## src/rtl/level_pkg.sv

```systemverilog
// Shared types and helpers for the level sensor filter.
package level_pkg;

  typedef logic [2:0] lvl_t;

  localparam lvl_t LVL_EMPTY = 3'd0;
  localparam lvl_t LVL_FULL  = 3'd4;

  function automatic int unsigned ms_to_cycles(input int unsigned hz, input int unsigned ms);
    int unsigned c;
    c = hz / 1000 * ms;
    return (c == 0) ? 1 : c;
  endfunction

endpackage

```

## src/rtl/level_channel_filter.sv

```systemverilog
// One tank channel: probe synchroniser, thermometer decode, stability filter
// and invalid-pattern fault detection.
module level_channel_filter
  import level_pkg::*;
#(
  parameter int unsigned FILTER_CYCLES = 4,
  parameter int unsigned FAULT_CYCLES  = 10,
  parameter bit          ACTIVE_LOW    = 1'b1
) (
  input  logic       clk,
  input  logic       rst_n,
  input  logic [3:0] probe,
  output lvl_t       lvl,
  output logic       committed,
  output logic       commit,
  output logic       change,
  output logic       fault
);

  localparam int unsigned FW = (FILTER_CYCLES > 1) ? $clog2(FILTER_CYCLES) : 1;
  localparam int unsigned IW = $clog2(FAULT_CYCLES + 1);
  localparam logic [FW-1:0] STAB_MAX  = FW'(FILTER_CYCLES - 1);
  localparam logic [IW-1:0] INV_MAX   = IW'(FAULT_CYCLES);
  localparam logic [IW-1:0] INV_LAST  = IW'(FAULT_CYCLES - 1);

  logic [3:0]    sync1, sync2;
  logic [1:0]    fill;
  logic [3:0]    pat;
  logic          pat_valid;
  lvl_t          pat_code;
  lvl_t          cand;
  logic          cand_vld;
  logic [FW-1:0] stab;
  logic [IW-1:0] inv;
  logic          active;

  // Filtering waits until the synchroniser holds real samples, so the first
  // commit after reset always takes the full filter latency.
  assign active = fill[1];

  always_comb begin
    pat       = ACTIVE_LOW ? ~sync2 : sync2;
    pat_valid = (pat & (pat + 4'd1)) == 4'd0;
    pat_code  = lvl_t'($countones(pat));
    commit    = active & pat_valid & cand_vld & (pat_code == cand) & (stab == STAB_MAX);
    change    = commit & (cand != lvl);
  end

  always_ff @(posedge clk or negedge rst_n) begin
    if (!rst_n) begin
      sync1     <= '0;
      sync2     <= '0;
      fill      <= '0;
      cand      <= LVL_EMPTY;
      cand_vld  <= 1'b0;
      stab      <= '0;
      inv       <= '0;
      lvl       <= LVL_EMPTY;
      committed <= 1'b0;
      fault     <= 1'b0;
    end else begin
      sync1 <= probe;
      sync2 <= sync1;
      fill  <= {fill[0], 1'b1};
      if (active) begin
        if (!pat_valid) begin
          stab <= '0;
          if (inv != INV_MAX) inv <= inv + IW'(1);
          if (inv == INV_LAST) fault <= 1'b1;
        end else begin
          inv <= '0;
          if (!cand_vld || pat_code != cand) begin
            cand     <= pat_code;
            cand_vld <= 1'b1;
            stab     <= '0;
          end else if (stab != STAB_MAX) begin
            stab <= stab + FW'(1);
          end
          if (commit) begin
            lvl       <= cand;
            committed <= 1'b1;
            fault     <= 1'b0;
          end
        end
      end
    end
  end

endmodule

```

## src/rtl/level_sensor_filter.sv

```systemverilog
// Two-tank level sensor filter: per-tank channels plus combined valid/change flags.
module level_sensor_filter
  import level_pkg::*;
#(
  parameter int unsigned CLK_HZ            = 25_000_000,
  parameter int unsigned FILTER_MS         = 20,
  parameter int unsigned FAULT_MS          = 500,
  parameter bit          ACTIVE_LOW_PROBES = 1'b1
) (
  input  logic       clk,
  input  logic       rst_n,
  input  logic [3:0] probe_inf,
  input  logic [3:0] probe_sup,
  output logic [2:0] lvl_inf,
  output logic [2:0] lvl_sup,
  output logic       lvl_valid,
  output logic       lvl_chg,
  output logic [1:0] sensor_fault
);

  localparam int unsigned FILTER_CYCLES = ms_to_cycles(CLK_HZ, FILTER_MS);
  localparam int unsigned FAULT_CYCLES  = ms_to_cycles(CLK_HZ, FAULT_MS);

  logic com_inf, com_sup;
  logic commit_inf, commit_sup;
  logic chg_inf, chg_sup;
  logic flt_inf, flt_sup;

  level_channel_filter #(
    .FILTER_CYCLES(FILTER_CYCLES),
    .FAULT_CYCLES (FAULT_CYCLES),
    .ACTIVE_LOW   (ACTIVE_LOW_PROBES)
  ) u_inf (
    .clk      (clk),
    .rst_n    (rst_n),
    .probe    (probe_inf),
    .lvl      (lvl_inf),
    .committed(com_inf),
    .commit   (commit_inf),
    .change   (chg_inf),
    .fault    (flt_inf)
  );

  level_channel_filter #(
    .FILTER_CYCLES(FILTER_CYCLES),
    .FAULT_CYCLES (FAULT_CYCLES),
    .ACTIVE_LOW   (ACTIVE_LOW_PROBES)
  ) u_sup (
    .clk      (clk),
    .rst_n    (rst_n),
    .probe    (probe_sup),
    .lvl      (lvl_sup),
    .committed(com_sup),
    .commit   (commit_sup),
    .change   (chg_sup),
    .fault    (flt_sup)
  );

  assign sensor_fault = {flt_sup, flt_inf};

  // Flags are registered from the channels' commit decisions so they line up
  // with the edge on which the level registers update.
  always_ff @(posedge clk or negedge rst_n) begin
    if (!rst_n) begin
      lvl_valid <= 1'b0;
      lvl_chg   <= 1'b0;
    end else begin
      lvl_valid <= lvl_valid | ((com_inf | commit_inf) & (com_sup | commit_sup));
      lvl_chg   <= chg_inf | chg_sup;
    end
  end

endmodule

```

## config.mk

```make
export PLATFORM = sky130hd
export DESIGN_NAME = level_sensor_filter
export DESIGN_NICKNAME = d
export VERILOG_FILES = /design/src/rtl/level_pkg.sv /design/src/rtl/level_channel_filter.sv /design/src/rtl/level_sensor_filter.sv
export SDC_FILE = /design/constraint.sdc
export NUM_CORES = 1
export LEC_CHECK = 0
export ABC_CLOCK_PERIOD_IN_PS = 4100
export CORE_UTILIZATION = 50
export CTS_CLUSTER_DIAMETER = 60
export CTS_CLUSTER_SIZE = 28
export DETAILED_ROUTE_END_ITERATION = 6
export HOLD_SLACK_MARGIN = 0.05
export PLACE_DENSITY = 0.67
export SLEW_MARGIN = 0
export SYNTH_ARGS = -nofsm -noshare
export SYNTH_HDL_FRONTEND = slang
export SYNTH_SLANG_ARGS = --single-unit
```

## constraint.sdc

```tcl
create_clock -name clk -period 4.1 [get_ports clk]
set_input_delay 0.615 -clock clk [delete_from_list [all_inputs] [get_ports clk]]
set_output_delay 0.615 -clock clk [all_outputs]
set_load 0.01 [all_outputs]
```

==> summary.txt <==
GRT
  – Initial antenna violation count: 0
  – Wire length of the first global-routing pass: 23000 µm
  – Final global-route overflow total: 0
  – Largest net degree at the start of global routing: 70
  – Vias in the first global route: around 4900
  – Global Route Usage Sum: ~22%

STA
  – RSZ-0062 raised after global routing: false
  – Final Hold Viols: 0
  – Slew Limit Fails: 0
  – Fin crit period: 3.02 ns
  – Hold slack: 0.312 ns
  – Top achievable clock speed: between 300 and 400 MHz
  – Skew final: 0.0105 ns
  – Relative slew slack: 40.5%
  – Tcrit/Tclk final: 73.7%
  – Setup TNS: 0 ns
  – Final worst slack: approximately 1.1 ns
  – Worst Tran Pin Value: 0.892 ns
  – Final setup vio count: 0

Worst setup path
  – FF-to-FF End: lvl_valid
  – CP cell instances: inv_1, ha_1, ha_1, fa_1, xnor2_1, nand4_1, or2_2, or2_2, a211oi_1
  – Flop2flop setup slack: around 1.1 ns
  – CP Max Fanout: 16
  – Worst Path Required: between 4 and 5 ns
  – CP Launch Type: flop
  – FF-to-FF Start: u_sup.sync2[0]
  – Slowest cell on crit path: fa_1
  – Slowest cell delay on critical path: 0.52 ns
  – Worst EP arrival: 3.35 ns
  – R2R depth: 9
  – Worst setup EP type: flop
  – Crit path kind: reg -> reg

Cells and area
  – Post-layout util: 60.0%
  – Ant. Diodes: 0
  – Nets: 697
  – Fill cells: 1046
  – Finished Layout Cells: 852
  – Layout cells sized above 1: between 8 and 9%
  – Final Cell Area: 7330 µm²
  – Synth-to-layout area growth: 14.7%

Floorplanning
  – Die span in x: 115 µm
  – Core box area: 12200 µm²
  – Top Ports: 20
  – Row cnt: 40
  – Die Y-Extent: around 120 µm
  – Initial Utilization: 52.3%
  – Die area: 13200 µm²

Route
  – Number of DRC markers in iteration 0: around 350
  – Vias per cell: 5.78
  – Final wirelength: 13100 µm
  – Vias: 4926
  – Drt pass-1 iters: 5
  – WL/cell: 15.3 µm
  – Routed Antenna Nets: 0
  – Residual DRC count: 0

Clocking
  – TritonCTS Buffers: 17
  – Reg clk slew, reported paths: 0.05 ns
  – Clock Sinks: about 120
  – Post-CTS Resized: 0
  – Worst-skew pair later-pin latency: 0.42 ns
  – CTS tree: built
  – Root buf cell: clkbuf_16
  – CTS H-tree depth: 4
  – CTS max path bufs: 2
  – Hold buffers post-CTS: 0
  – # Post-CTS Setup Buffers: 0

Logic synthesis
  – Async set-or-reset flop fraction in the synthesized netlist: 100%
  – YS warnings: 0
  – Most common flop cell mapped by yosys: dfrtp_1
  – Sequential share of the synthesized area: 48.6%
  – Synth Register Bits: approximately 120
  – Number of flops mapped to enable cells by yosys: 0
  – Synth cell types: 65
  – Mapped Cells: approximately 650
  – Syn Nets: 680
  – Avg Cell Area, Syn: 9.76 µm²
  – Post-synthesis cell area: around 6400 µm²

Placement
  – Placed Area: around 6700 µm²
  – DP HPWL: between 8000 and 9000 µm
  – Final GP Congestion: roughly 0.88
  – Placed cell count: 820
  – Setup WS pre-CTS: 1.07 ns
  – Port bufs: 19

Power and ir drop
  – P_leak: between 3 and 4 nW
  – PwrDens: 440 nW/µm²
  – Worst vdd ir: 0.000460 V
  – Final Power: 3.22 mW

Outcome
  – Status: completed

Min path
  – Worst min path class: in -> async

Run
  – Max-cap violation count: 0
## registers in the layout, indices dropped and copies added (netlist names), 4 cells and up
| register | cells |
|---|---|
| u_inf.sync1 | 4 |
| u_sup.stab | 19 |
| u_inf.stab | 19 |
| u_sup.sync2 | 4 |
| u_inf.inv | 24 |
| u_sup.inv | 24 |
| u_sup.sync1 | 4 |
| u_inf.sync2 | 4 |
## critical path: cells and delay by family (launching register included)
family                     cells  cell delay, ns
adders and majority gates      3            1.02
xor gates and xnor gates       1            0.12
DFF                            1            0.37
and+or+nand+nor                3            1.15
AOI/OAI and AO/OA              1            0.21
buffers and inverters          1            0.05
## report_power, final
group          leakage, nW  total, mW  internal [mW]  switching [mW]
logic                 1.14      0.300          0.113           0.187
clock network        0.310       1.57           1.05           0.521
registers             1.66       1.35           1.28          0.0695
total                 3.12       3.22           2.44           0.777
## cells in the final DEF (no fill, tap or decap), types with 17 or more instances in the layout
| cell type | netlist | layout |
|---|---|---|
| o21ai_0 | 35 | 35 |
| nor3_1 | 18 | 18 |
| nand2_1 | 55 | 55 |
| clkbuf_16 | 0 | 17 |
| xnor2_1 | 26 | 26 |
| nand3_1 | 37 | 37 |
| nor2_1 | 59 | 59 |
| dfrtp_1 | 124 | 124 |
| xor2_1 | 30 | 30 |
| a21oi_1 | 19 | 19 |
| clkdlybuf4s50_1 | 0 | 18 |
| nand4_1 | 31 | 31 |
| inv_1 | 26 | 26 |
## cell families after synthesis
group,Yosys count,synth area share [%]
AOI/OAI and AO/OA,108,11.0
and+or+nand+nor,288,24.2
adders and majority gates,16,3.37
buffers and inverters,53,3.53
DFF,124,48.6
xor gates and xnor gates,56,7.68
other,1,0.0587
muxes,8,1.57
## synth_stat cells (all sizes together) (2+ instances only)
library cell | n | area (µm²)
or4 | 5 | 37.5
xnor2 | 26 | 228
o31a | 2 | 17.5
nand2 | 56 | 213
o21a | 2 | 15.0
clkbuf | 15 | 57.6
o211ai | 2 | 15.0
nor4 | 16 | 130
dfrtp | 124 | 3100
nand3 | 37 | 185
and4 | 6 | 52.6
nand2b | 9 | 56.3
fa | 2 | 40.0
a21oi | 19 | 95.1
nor2 | 60 | 233
and3 | 11 | 68.8
nor3 | 19 | 100
a41o | 2 | 20.0
buf | 12 | 70.1
o31ai | 12 | 104
a21o | 4 | 30.0
inv | 26 | 97.6
mux2 | 7 | 90.1
xor2 | 30 | 263
nand3b | 3 | 22.5
ha | 14 | 175
or3 | 9 | 56.3
nand4 | 31 | 194
o22a | 2 | 17.5
or2 | 6 | 37.5
o21ai | 36 | 184
a211oi | 4 | 30.0
nor4b | 6 | 52.6
and2 | 3 | 18.8
nor4bb | 2 | 20.0
nor3b | 2 | 15.0
nor2b | 4 | 25.0
a31oi | 12 | 75.1
## routing by layer
metal / routed length, µm / vias to the layer above / track usage, %
met5: 0 / - / 0
met3: 651 / 20 / 5.96
met1: 6300 / 2398 / 30.6
met2: 5910 / 129 / 33.8
li1: - / 2379 / -
met4: 196 / 0 / 9.26
## final cells by class
type / instances / area, µm² / area share (%)
clock buffers: 26 / 519 / 7.09
flip-flops and latches: 124 / 3100 / 42.4
repair buffers: 25 / 233 / 3.18
inverters: 26 / 97.6 / 1.33
well taps: 168 / 210 / 2.87
multi-input cells: 477 / 3060 / 41.7
clock inverters: 6 / 105 / 1.43
## worst max path at each step
| stage | startpoint | cells past startpoint | endpoint | slack [ns] |
|---|---|---|---|---|
| after floorplan | u_sup.sync2[0] | 10 | u_sup.fault | 1.34 |
| after global placement | u_sup.sync2[0] | 9 | lvl_valid | 1.17 |
| after detailed placement | u_sup.sync2[3] | 9 | lvl_valid | 1.07 |
| after CTS | u_sup.sync2[0] | 9 | lvl_valid | 1.06 |
| after global routing | u_sup.sync2[0] | 9 | lvl_valid | 0.81 |
| final | u_sup.sync2[0] | 9 | lvl_valid | 1.08 |
No activity file was read; power rests on OpenSTA's default activity.
